## src/rtl/fifo_wr_arbiter_if.sv

```systemverilog
// Producer-side stream bundle and FIFO write port shared by the round-robin write arbiter.
// The master side holds the producers and the FIFO; the slave side is the arbiter.
interface fifo_wr_arbiter_if #(
    parameter int unsigned DATA_WIDTH = 8,
    parameter int unsigned NUM_REQ    = 4,
    parameter int unsigned ID_W       = $clog2(NUM_REQ)
);
    logic [NUM_REQ-1:0]            req_valid;
    logic [NUM_REQ-1:0]            req_last;
    logic [NUM_REQ*DATA_WIDTH-1:0] req_data;
    logic [NUM_REQ-1:0]            req_ready;
    logic                          wr_en;
    logic [DATA_WIDTH-1:0]         wr_data;
    logic                          full;
    logic                          busy;
    logic [ID_W-1:0]               owner;

    modport master (
        output req_valid, req_last, req_data, full,
        input  req_ready, wr_en, wr_data, busy, owner
    );

    modport slave (
        input  req_valid, req_last, req_data, full,
        output req_ready, wr_en, wr_data, busy, owner
    );
endinterface

```

## src/rtl/fifo_wr_arbiter.sv

```systemverilog
// Round-robin arbiter sharing one FIFO write port among NUM_REQ valid/ready producers.
// One owner per burst; a burst ends on last, on MAX_BURST beats, or when the owner idles.
module fifo_wr_arbiter #(
    parameter int unsigned DATA_WIDTH = 8,
    parameter int unsigned NUM_REQ    = 4,
    parameter int unsigned MAX_BURST  = 4,
    parameter int unsigned ID_W       = $clog2(NUM_REQ)
) (
    input logic              wr_clk,
    input logic              wr_rst,
    fifo_wr_arbiter_if.slave bus
);
    typedef enum logic [0:0] {StIdle, StGrant} state_e;

    localparam logic [7:0]      LastBeat = 8'(MAX_BURST - 1);
    localparam logic [ID_W-1:0] LastId   = ID_W'(NUM_REQ - 1);

    state_e          state_q, state_d;
    logic [ID_W-1:0] owner_q, owner_d;
    logic [ID_W-1:0] rr_ptr_q, rr_ptr_d;
    logic [7:0]      beat_cnt_q, beat_cnt_d;

    logic [NUM_REQ-1:0]    req_ready;
    logic                  wr_en;
    logic [DATA_WIDTH-1:0] wr_data;
    logic                  busy;
    logic                  found;
    logic [ID_W-1:0]       pick;
    logic [ID_W-1:0]       idx;
    logic [ID_W-1:0]       next_id;
    logic                  release_burst;

    always_ff @(posedge wr_clk or posedge wr_rst) begin
        if (wr_rst) begin
            state_q    <= StIdle;
            owner_q    <= '0;
            rr_ptr_q   <= '0;
            beat_cnt_q <= '0;
        end else begin
            state_q    <= state_d;
            owner_q    <= owner_d;
            rr_ptr_q   <= rr_ptr_d;
            beat_cnt_q <= beat_cnt_d;
        end
    end

    // First valid requester at or above rr_ptr, wrapping modulo NUM_REQ.
    always_comb begin
        found = 1'b0;
        pick  = '0;
        idx   = '0;
        for (int unsigned i = 0; i < NUM_REQ; i++) begin
            idx = ID_W'((32'(rr_ptr_q) + i) % NUM_REQ);
            if (!found && bus.req_valid[idx]) begin
                found = 1'b1;
                pick  = idx;
            end
        end
    end

    always_comb begin
        busy      = 1'b0;
        req_ready = '0;
        wr_en     = 1'b0;
        wr_data   = '0;
        if (state_q == StGrant) begin
            busy               = 1'b1;
            req_ready[owner_q] = ~bus.full;
            wr_en              = bus.req_valid[owner_q] & ~bus.full;
            if (wr_en) begin
                wr_data = bus.req_data[owner_q*DATA_WIDTH +: DATA_WIDTH];
            end
        end
    end

    assign next_id = (owner_q == LastId) ? '0 : owner_q + 1'b1;

    // An idle owner only releases when the FIFO could have accepted a beat.
    always_comb begin
        release_burst = 1'b0;
        if (wr_en) begin
            release_burst = bus.req_last[owner_q] | (beat_cnt_q == LastBeat);
        end else if (!bus.full && !bus.req_valid[owner_q]) begin
            release_burst = 1'b1;
        end
    end

    always_comb begin
        state_d    = state_q;
        owner_d    = owner_q;
        rr_ptr_d   = rr_ptr_q;
        beat_cnt_d = beat_cnt_q;
        unique case (state_q)
            StIdle: begin
                if (found) begin
                    owner_d    = pick;
                    beat_cnt_d = '0;
                    state_d    = StGrant;
                end
            end
            StGrant: begin
                if (wr_en) begin
                    beat_cnt_d = beat_cnt_q + 8'd1;
                end
                if (release_burst) begin
                    rr_ptr_d = next_id;
                    state_d  = StIdle;
                end
            end
            default: state_d = StIdle;
        endcase
    end

    assign bus.req_ready = req_ready;
    assign bus.wr_en     = wr_en;
    assign bus.wr_data   = wr_data;
    assign bus.busy      = busy;
    assign bus.owner     = owner_q;
endmodule

```

## src/flat_wrapper.sv

```systemverilog
// flat-port wrapper written by rule: the top's interface ports become plain ports
module fifo_wr_arbiter_flat 
#(
    parameter int unsigned DATA_WIDTH = 8,
    parameter int unsigned NUM_REQ    = 4,
    parameter int unsigned MAX_BURST  = 4,
    parameter int unsigned ID_W       = $clog2(NUM_REQ)
)
  (wr_clk, wr_rst, bus_req_valid, bus_req_last, bus_req_data, bus_full, bus_req_ready, bus_wr_en, bus_wr_data, bus_busy, bus_owner);
  fifo_wr_arbiter_if #(.DATA_WIDTH(DATA_WIDTH), .NUM_REQ(NUM_REQ), .ID_W(ID_W)) bus_i ();
  input logic wr_clk;
  input logic wr_rst;
  input wire logic [$bits(bus_i.req_valid)-1:0] bus_req_valid;
  input wire logic [$bits(bus_i.req_last)-1:0] bus_req_last;
  input wire logic [$bits(bus_i.req_data)-1:0] bus_req_data;
  input wire logic [$bits(bus_i.full)-1:0] bus_full;
  output wire logic [$bits(bus_i.req_ready)-1:0] bus_req_ready;
  output wire logic [$bits(bus_i.wr_en)-1:0] bus_wr_en;
  output wire logic [$bits(bus_i.wr_data)-1:0] bus_wr_data;
  output wire logic [$bits(bus_i.busy)-1:0] bus_busy;
  output wire logic [$bits(bus_i.owner)-1:0] bus_owner;
  assign bus_i.req_valid = bus_req_valid;
  assign bus_i.req_last = bus_req_last;
  assign bus_i.req_data = bus_req_data;
  assign bus_i.full = bus_full;
  assign bus_req_ready = bus_i.req_ready;
  assign bus_wr_en = bus_i.wr_en;
  assign bus_wr_data = bus_i.wr_data;
  assign bus_busy = bus_i.busy;
  assign bus_owner = bus_i.owner;
  fifo_wr_arbiter #(.DATA_WIDTH(DATA_WIDTH), .NUM_REQ(NUM_REQ), .MAX_BURST(MAX_BURST), .ID_W(ID_W)) u_core (.wr_clk(wr_clk), .wr_rst(wr_rst), .bus(bus_i));
endmodule
```

## config.mk

```make
export PLATFORM = sky130hd
export DESIGN_NAME = fifo_wr_arbiter_flat
export DESIGN_NICKNAME = d
export VERILOG_FILES = /design/src/rtl/fifo_wr_arbiter_if.sv /design/src/rtl/fifo_wr_arbiter.sv /design/src/flat_wrapper.sv
export SDC_FILE = /design/constraint.sdc
export NUM_CORES = 1
export LEC_CHECK = 0
export CAP_MARGIN = 20
export CORE_MARGIN = 1.5
export CORE_UTILIZATION = 35
export DETAILED_ROUTE_END_ITERATION = 6
export PLACE_DENSITY = 0.83
export SYNTH_ARGS = -nofsm -noshare
export SYNTH_HDL_FRONTEND = slang
export SYNTH_SLANG_ARGS = --single-unit
```

## constraint.sdc

```tcl
create_clock -name wr_clk -period 1.9 [get_ports wr_clk]
set_clock_uncertainty 0.1 [all_clocks]
set_input_delay 0.38 -clock wr_clk [delete_from_list [all_inputs] [get_ports wr_clk]]
set_output_delay 0.38 -clock wr_clk [all_outputs]
set_load 0.05 [all_outputs]
```

==> Word level (Yosys, flattened, before mapping) <==
Index checks and enable logic that the tools add are counted.
{ "word_totals": {"reg_bits": 13, "in_bits": 43} }
{ "op_classes": {"add_sub_neg": 5, "order_cmp": 6, "n_eq_ne": 4, "shift": 1, "n_mux": 36, "bitwise": 5, "n_reduce_logical": 13} }
{ "ops": {"columns": ["op", "n"], "rows": [
  ["$mux W8", 4],
  ["$shiftx A32 B6 Y8", 1],
  ["$mux W1", 17],
  ["$pmux W8 S2", 1],
  ["$lt A2 B3 Y1 const B", 5],
  ["$bmux W1 S2", 6],
  ["$mux W2", 5],
  ["$add A8 B1 Y8 const B", 1],
  ["$eq A8 B2 Y1 const B", 1],
  ["$reduce_and A2 Y1", 3],
  ["$logic_and A1 B1 Y1", 5],
  ["$logic_not A1 Y1", 5],
  ["$add A2 B1 Y2 const B", 2],
  ["$add A2 B2 Y2 const B", 2],
  ["$and A4 B4 Y4", 1],
  ["$mux W4", 1],
  ["$demux W1 S2", 1],
  ["$eq A2 B2 Y1 const B", 1],
  ["$ge A2 B1 Y1 const B", 1],
  ["$ne A2 B1 Y1 const B", 1],
  ["$ne A2 B2 Y1 const B", 1],
  ["$not A1 Y1", 2],
  ["$pmux W1 S2", 1],
  ["$and A1 B1 Y1", 1],
  ["$or A1 B1 Y1", 1]
]} }

==> Longest topological paths before layout <==
Gate-level depths: netlist of the first run.
{ "logic_depth": {"ltp_word": 14, "depth_mapped": 5, "ltp_nobuf": 5} }

==> Worst setup path before layout of the first run <==
Ideal clock, no wire load.
{ "synth_path": {"path_type": "reg2out", "start": "reg u_core.owner_q[0] (netlist: u_core.bus.owner[0])", "end": "out bus_wr_data[0]", "arrival_time_ns": 1.987, "path_slack_ns": -0.567, "path_stages_with_launch": 4, "path_buffers": 1, "path_cell_list": "dfrtp_1 buf_2 mux4_2 and3_1"} }
{ "synth_between": {"elab_chain_cells": 5} }
{ "synth_rtl": {"columns": ["element", "line", "text"], "rows": [
  ["from (decl)", "fifo_wr_arbiter.sv:19", "logic [ID_W-1:0] owner_q, owner_d;"],
  ["from (signal assigned)", "fifo_wr_arbiter.sv:41", "owner_q <= owner_d;"],
  ["branches (longest 3 deep; another with $shiftx A32 B6 Y8)", null, null],
  ["$mux W8 (*)", "fifo_wr_arbiter.sv:70", "if (wr_en) begin"],
  ["$mux W8 (*)", "fifo_wr_arbiter.sv:66", "if (state_q == StGrant) begin"],
  ["to (decl)", "flat_wrapper.sv:19", "output wire logic [$bits(bus_i.wr_data)-1:0] bus_wr_data;"]
]} }
Mark *: on every way between the ends. The select of a mux whose other input is x is not followed.

==> Worst setup path after layout of the first run <==
{ "layout_path": {"start": "reg u_core.owner_q[0] (netlist: u_core.bus.owner[0])", "end": "out bus_wr_data[6]"} }
The elaborated chain is that of the path after synthesis.

==> impl_results.md, run 1 <==
* Area of the multi-input gates at 852.1 sq um
* H-tree depth at 1
* Max-cap viol count at 0
* RR Endpoint: u_core.rr_ptr_q[0]
* CTS Buf Count at 3
* Core ar. at 0.003028 sq mm
* Vias per cell at 5.435
* Met2 wire length at 1.904 mm
* CTS tree: built
* CP max FO at 8
* Initial Utilization at 36.53%
* Number of global-route vias before repair at 1,170
* Final min period at 2.221 ns
* CTS Hold Bufs at 0
* R2r setup slk at -0.11 ns
* Most frequent cells in the layout: 38 x clkdlybuf4s50_1, 15 x buf_4, 11 x mux4_2
* Fillers at 209
* Register area share after synthesis at 29.41%
* Seq. cell area at 331.6 sq um
* Yosys reg bits at 13
* GPL Wtd Cong at 0.7654
* Post-synth cell types at 39
* Post-synthesis compound-gate area fraction at 13.24%
* Worst setup EP type: primary output
* Commonest non-fill, non-tap cell in the layout: clkdlybuf4s50_1
* Ratio of cells with drive above 1 in the final layout at 43.02%
* Critical path data arrival time at 1.74 ns
* Total Routing Usage GR at 20.85%
* Root Buffer: clkbuf_4
* Vias at 1,212
* Initial antenna violation count at 0
* Die footprint at 0.003506 sq mm
* Routed WL at 3.832 mm
* Slew Limit Fails at 0
* Clk sinks at 13
* Post-Synth XOR/XNOR Area at 0.7919%
* Final hold slack at 0.3431 ns
* Initial drt markers at 44
* 1st-pass router iterations at 4
* Min-delay worst type: input pin to asynchronous set/reset pin
* Mapped Nets at 151
* Syn Std Cell Area at 0.001106 sq mm
* PwrDens at 1223 mW/mm^2
* Mux contribution to synthesized area at 25.11%
* Final antenna-violating net count at 0
* Main combinational cell family by area after synthesis: multiplexers
* CTS Buffer Depth at 2
* Syn-to-layout area delta at 90.27%
* Residual DRC at 0
* Status: finished, violations left
* Row Count at 20
* Max Freq at 450.2 MHz
* Setup TNS at -3.295 ns
* First-pass GRT wire length at 5.499 mm
* NumNets Final at 228
* Period Utilization, post-route at 116.9%
* Crit start category: flip-flop
* Met3 wire len at 356 um
* Ports at 59
* Pwr Total at 2.573 mW
* WS Path Type: flip-flop to primary output
* Core Util, Final at 69.50%
* WL per Instance at 17.18 um
* Relative slew slack at 64.13%
* Clk Latency, worst-skew pair at 0.27 ns
* Worst-Margin Slew at 0.5306 ns
* Yosys warning total at 0
* Die width at 59.22 um
* Uppermost layer routed: met4
* Final hold vios at 0
* Pin count of the biggest net entering global routing at 16
* R2R depth at 6
* Async SR Flop Fraction at 100.0%
* Syn Area/Cell at 10.74 sq um
* Unrepaired setup endpoints after global routing: yes
* Post-Synth Adder-Cell Area at 5.656%
* Height of the die at 59.22 um
* Global route overflow at 0
* Synth Area in Simple Gates at 21.27%
* Port buffer count at 58
* Hpwl dp at 2.635 mm
* Ys flop type: dfrtp_1
* Antenna Cells at 0
* Synth Instances at 103
* Wl on met1 at 1.523 mm
* Clock transition at the registers of the reported paths at 0.08 ns
* Peak supply drop at 502.9 uV
* RR Startpoint: u_core.bus.owner[0]
* Final setup viols at 16
* Leakage at 0.9135 nW
* CP required at 1.42 ns
* Failing checks: setup timing
* Final WS setup at -0.3213 ns
* Post-synth EDFFs at 0
## state kept, by name (all words and copies together) (netlist names)
name,cells
u_core.beat_cnt_q,8
u_core.bus.owner,2
u_core.rr_ptr_q,2
u_core.state_q,1
## cell usage after synthesis (2+ instances only)
library cell,number,area (sq um)
a21oi_1,3,15.01
a22o_1,2,17.52
and2_1,5,31.28
and3_1,11,68.82
dfrtp_1,13,325.3
ha_1,5,62.56
inv_1,6,22.52
mux2_1,2,22.52
mux2i_1,3,30.03
mux4_2,10,225.2
nand2_1,7,26.28
nand3_1,3,15.01
nor2_1,3,11.26
o21ai_1,5,25.02
## worst max-delay path: stages, from the launching register on
cell and delay [ns]:
dfrtp_4 0.47, buf_12 0.15, mux4_2 0.51, and3_4 0.20, buf_6 0.14
## logic make-up (layout without fill, tap and decap cells)
group,Yosys count,in the layout
adder cells (fa/ha/maj),5,5
buffers and inverters,11,86
AND/OR/NAND/NOR,38,38
XOR/XNOR,1,1
AO/OA/AOI/OAI,20,20
multiplexers,15,16
flip-flops,13,13
## cell type report
type | count | share of cell area (%)
Multi-Input combinational cell | 80 | 40.49
Clock buffer | 4 | 1.249
Timing Repair Buffer | 75 | 38.53
Sequential cell | 13 | 15.76
Inverter | 7 | 1.367
Tap cell | 44 | 2.616
## what timing repair did
action,4_1_cts,5_1_grt
gates resized for setup,21,16
setup buffers,4,5
pin swaps,4,3
hold endpoints to repair,0,0
endpoints found under the setup margin,19,16
cloned,1,0
## per-stage QoR
step | instances | area [sq um] | setup WS [ns]
after floorplan | 103 | 1165 | -0.08789
after global placement | 211 | 1892 | -0.4224
after CTS | 219 | 2021 | -0.3337
after detailed placement | 211 | 1892 | -0.4622
final | 223 | 2105 | -0.3213
after global routing | 223 | 2105 | -0.3715
## routing by layer
metal  vias up  track usage, %
met2        70           36.11
met4         0           7.792
li1        548               -
met3         8           4.803
met5         -               0
met1       586           24.93
## where the power goes
group | total, mW | internal [mW] | leakage (nW) | switching, mW
Combinational | 1.95 | 1.00 | 0.733 | 0.949
Sequential | 0.450 | 0.358 | 0.165 | 0.0923
Clock | 0.172 | 0.0813 | 0.0150 | 0.0902
Total | 2.57 | 1.44 | 0.914 | 1.13
## how the worst max path moves through the flow
stage	startpoint	end	slack (ns)	cells past startpoint
final	u_core.bus.owner[0]	bus_wr_data[6]	-0.32	4
after global routing	u_core.bus.owner[0]	bus_wr_data[6]	-0.37	4
after CTS	u_core.bus.owner[0]	bus_wr_data[5]	-0.33	4
after detailed placement	bus_req_valid[3]	bus_wr_data[5]	-0.46	4
after global placement	bus_req_valid[3]	bus_wr_data[6]	-0.42	4
after floorplan	u_core.bus.owner[0]	bus_wr_data[0]	-0.09	3
Note: power is estimated with default switching activity, not from simulation.
==> inputs of run 2 (changes only) <==
--- a/config.mk
+++ b/config.mk
@@ -8,6 +8,7 @@
 export CAP_MARGIN = 20
 export CORE_MARGIN = 1.5
 export CORE_UTILIZATION = 35
+export CTS_CLUSTER_SIZE = 16
 export DETAILED_ROUTE_END_ITERATION = 6
 export PLACE_DENSITY = 0.83
 export SYNTH_ARGS = -nofsm -noshare
==> results of run 2 <==
Final layout, timing and power as in run 1 (identical DEF).
==> inputs of run 3 (changes only) <==
--- a/config.mk
+++ b/config.mk
@@ -5,12 +5,14 @@
 export SDC_FILE = /design/constraint.sdc
 export NUM_CORES = 1
 export LEC_CHECK = 0
+export ABC_AREA = 1
 export CAP_MARGIN = 20
 export CORE_MARGIN = 1.5
-export CORE_UTILIZATION = 35
+export CORE_UTILIZATION = 38
+export CTS_BUF_LIST = sky130_fd_sc_hd__clkbuf_16
 export CTS_CLUSTER_SIZE = 16
 export DETAILED_ROUTE_END_ITERATION = 6
-export PLACE_DENSITY = 0.83
+export PLACE_DENSITY = 0.84
 export SYNTH_ARGS = -nofsm -noshare
 export SYNTH_HDL_FRONTEND = slang
 export SYNTH_SLANG_ARGS = --single-unit
==> impl_results.md, run 3 <==
* Final Cell Area at 0.002445 sq mm (was 0.002105 sq mm)
* Placed cell area at 0.002300 sq mm (was 0.001892 sq mm)
* Row Count at 21 (was 20)
* Max Freq at 485.5 MHz (was 450.2 MHz)
* CP max FO at 5 (was 8)
* Synth Instances at 227 (was 103)
* Post-synth cell types at 27 (was 39)
* Initial Utilization at 39.88% (was 36.53%)
* Yosys reg bits at 13 (unchanged)
* RR Startpoint: u_core.bus.owner[0] (unchanged)
* Root Buffer: clkbuf_16 (was clkbuf_4)
* GPL Wtd Cong at 0.8286 (was 0.7654)
* Post-Layout Cell Count at 344 (was 223)
* Core ar. at 0.003363 sq mm (was 0.003028 sq mm)
* Initial antenna violation count at 0 (unchanged)
* Mapped Nets at 275 (was 151)
* H-tree depth at 1 (unchanged)
* Total Routing Usage GR at 25.19% (was 20.85%)
* Register area share after synthesis at 24.25% (was 29.41%)
* Hpwl dp at 3.542 mm (was 2.635 mm)
* Final WS setup at -0.1598 ns (was -0.3213 ns)
* Height of the die at 62.41 um (was 59.22 um)
* Max-cap viol count at 0 (unchanged)
* Synth cell count leaders: 65 x nand2_1, 43 x nor2_1, 19 x nand3_1, 19 x o21ai_0, 15 x inv_1 (was 13 x dfrtp_1, 11 x and3_1, 10 x mux4_2)
* Initial drt markers at 80 (was 44)
* Share of the synthesized area in the top cell type at 24.25% (was 29.41%)
* WS Path Type: flip-flop to primary output (unchanged)
* Clock transition at the registers of the reported paths at 0.04 ns (was 0.08 ns)
* NumNets Final at 347 (was 228)
* Relative slew slack at 67.26% (was 64.13%)
* Core Util, Final at 72.69% (was 69.50%)
* Fillers at 293 (was 209)
* PwrDens at 1469 mW/mm^2 (was 1223 mW/mm^2)
* WL per Instance at 13.82 um (was 17.18 um)
* Ratio of cells with drive above 1 in the final layout at 25.17% (was 43.02%)
* Global route overflow at 0 (unchanged)
* Final hold vios at 0 (unchanged)
* Placed cells at 336 (was 211)
* First-pass GRT wire length at 7.983 mm (was 5.499 mm)
* CTS tree: built (unchanged)
* CTS Hold Bufs at 0 (unchanged)
* Peak supply drop at 735.0 uV (was 502.9 uV)
* Worst setup EP type: primary output (unchanged)
* Clk sinks at 13 (unchanged)
* Pin count of the biggest net entering global routing at 23 (was 16)
* Status: finished, violations left (unchanged)
* R2R depth at 11 (was 6)
* Ys flop type: dfrtp_1 (unchanged)
* R2r setup slk at 0.02 ns (was -0.11 ns)
* Dominant cell type by area after synthesis: dfrtp_1 (unchanged)
* Syn Area/Cell at 5.909 sq um (was 10.74 sq um)
* RR Endpoint: u_core.beat_cnt_q[0] (was u_core.rr_ptr_q[0])
* Min-delay worst type: input pin to asynchronous set/reset pin (unchanged)
* Post-synth EDFFs at 0 (unchanged)
* Clk Latency, worst-skew pair at 0.24 ns (was 0.27 ns)
* Ports at 59 (unchanged)
* Unrepaired setup endpoints after global routing: yes (unchanged)
* Port buffer count at 58 (unchanged)
* Most frequent cells in the layout: 64 x nand2_1, 38 x nor2_1, 37 x clkdlybuf4s50_1 (was 38 x clkdlybuf4s50_1, 15 x buf_4, 11 x mux4_2)
* Async SR Flop Fraction at 100.0% (unchanged)
* Synth top area cells: dfrtp_1 24%, nand2_1 18%, nor2_1 12% (was dfrtp_1 29%, mux4_2 20%, and3_1 6.2%)
* Die footprint at 0.003895 sq mm (was 0.003506 sq mm)
* Worst-path cell chain: inv_2, nand2_1, nand3_2, nand2_2, nor2_4, inv_8, a21oi_4, buf_12 (was buf_12, mux4_2, and3_4, buf_6)
* Slowest stage delay, CP at 0.43 ns (was 0.51 ns)
* Worst-Margin Slew at 0.4906 ns (was 0.5306 ns)
* Critical path data arrival time at 1.58 ns (was 1.74 ns)
* 1st-pass router iterations at 4 (unchanged)
* Failing checks: setup timing (unchanged)
* CTS Buf Count at 3 (unchanged)
* Commonest non-fill, non-tap cell in the layout: nand2_1 (was clkdlybuf4s50_1)
* Yosys warning total at 0 (unchanged)
* Vias per cell at 5.052 (was 5.435)
* Vias at 1,738 (was 1,212)
* Slew Limit Fails at 0 (unchanged)
* Syn Std Cell Area at 0.001341 sq mm (was 0.001106 sq mm)
* Final setup viols at 11 (was 16)
* Setup TNS at -1.310 ns (was -3.295 ns)
* Period Utilization, post-route at 108.4% (was 116.9%)
* CP required at 1.42 ns (about the same)
* Final antenna-violating net count at 0 (unchanged)
* Max reg flops at 8 (unchanged)
* Final min period at 2.060 ns (was 2.221 ns)
* Largest reg by FF count: u_core.beat_cnt_q (unchanged)
* Post-place setup slack at -0.4199 ns (was -0.4622 ns)
* Syn-to-layout area delta at 82.28% (was 90.27%)
* CTS Buffer Depth at 2 (unchanged)
* Crit start category: flip-flop (unchanged)
* Most frequent cell after synthesis: nand2_1 (was dfrtp_1)
* Die width at 62.41 um (was 59.22 um)
* Residual DRC at 0 (unchanged)
* Number of global-route vias before repair at 1,803 (was 1,170)
* Routed WL at 4.753 mm (was 3.832 mm)
* Leakage at 1.116 nW (was 0.9135 nW)
* Antenna Cells at 0 (unchanged)
* Slowest cell on the critical path: dfrtp_2 (was mux4_2)
[run 3: power by group]
group / switching [mW] / internal [mW] / total [mW]
Combinational: 1.66 / 1.09 / 2.75
Clock: 0.106 / 0.277 / 0.382
Sequential: 0.102 / 0.360 / 0.463
Total: 1.86 / 1.73 / 3.59
[run 3: stage by stage]
step | hold slack, ns | total power [mW]
2_1_floorplan | 0.1568 | 2.151
3_3_place_gp | 0.4100 | 2.972
3_5_place_dp | 0.4220 | 3.036
4_1_cts | 0.3809 | 3.544
5_1_grt | 0.4376 | 3.836
6_report | 0.3661 | 3.592
[run 3: cells by family after synthesis]
group / after synthesis / share of synthesized area (%)
and+or+nand+nor: 143 / 46.55
AOI/OAI and AO/OA: 33 / 12.78
buffers and inverters: 29 / 9.141
DFF: 13 / 24.25
adders and majority gates: 5 / 4.664
xor gates and xnor gates: 4 / 2.612
[run 3: how the worst max path moves through the flow]
stage	start	endpoint	slack, ns	depth (start not counted)
6_report	u_core.bus.owner[0]	bus_wr_data[7]	-0.16	8
5_1_grt	u_core.bus.owner[0]	bus_wr_data[7]	-0.21	8
4_1_cts	u_core.bus.owner[0]	bus_wr_data[7]	-0.13	8
3_5_place_dp	bus_req_valid[3]	bus_wr_data[7]	-0.42	8
3_3_place_gp	bus_req_valid[3]	bus_wr_data[7]	-0.37	8
2_1_floorplan	u_core.bus.owner[0]	bus_wr_data[0]	-0.41	8
[run 3: cell type report]
class | count | area, sq um | share of cell area (%)
Inverter | 21 | 86.33 | 3.531
Clock buffer | 3 | 75.07 | 3.071
Clock inverter | 1 | 3.754 | 0.1535
Tap cell | 46 | 57.56 | 2.354
Timing Repair Buffer | 74 | 854.6 | 34.95
Multi-Input combinational cell | 185 | 1032 | 42.22
Timing Repair inverter | 1 | 6.256 | 0.2559
Sequential cell | 13 | 329.1 | 13.46
[run 3: timing repair]
item                                   in CTS  in global routing
setup endpoints to repair                  15                 13
gates resized for setup                    18                  5
pin swaps                                   2                  2
setup buffers                               1                  1
cloned                                      2                  0
endpoints found under the hold margin       0                  0
[run 3: critical path, delay by kind of cell (launching register included)]
family / cells / cell delay [ns]
flops: 1 / 0.43
buf+inv: 3 / 0.32
compound gates: 1 / 0.16
simple gates: 4 / 0.44
[run 3: layer usage]
layer  global-route usage (%)  wire, um
met5                        0         0
met4                    6.667       113
met3                    3.784       191
met2                    48.92      2591
met1                    28.26      1856
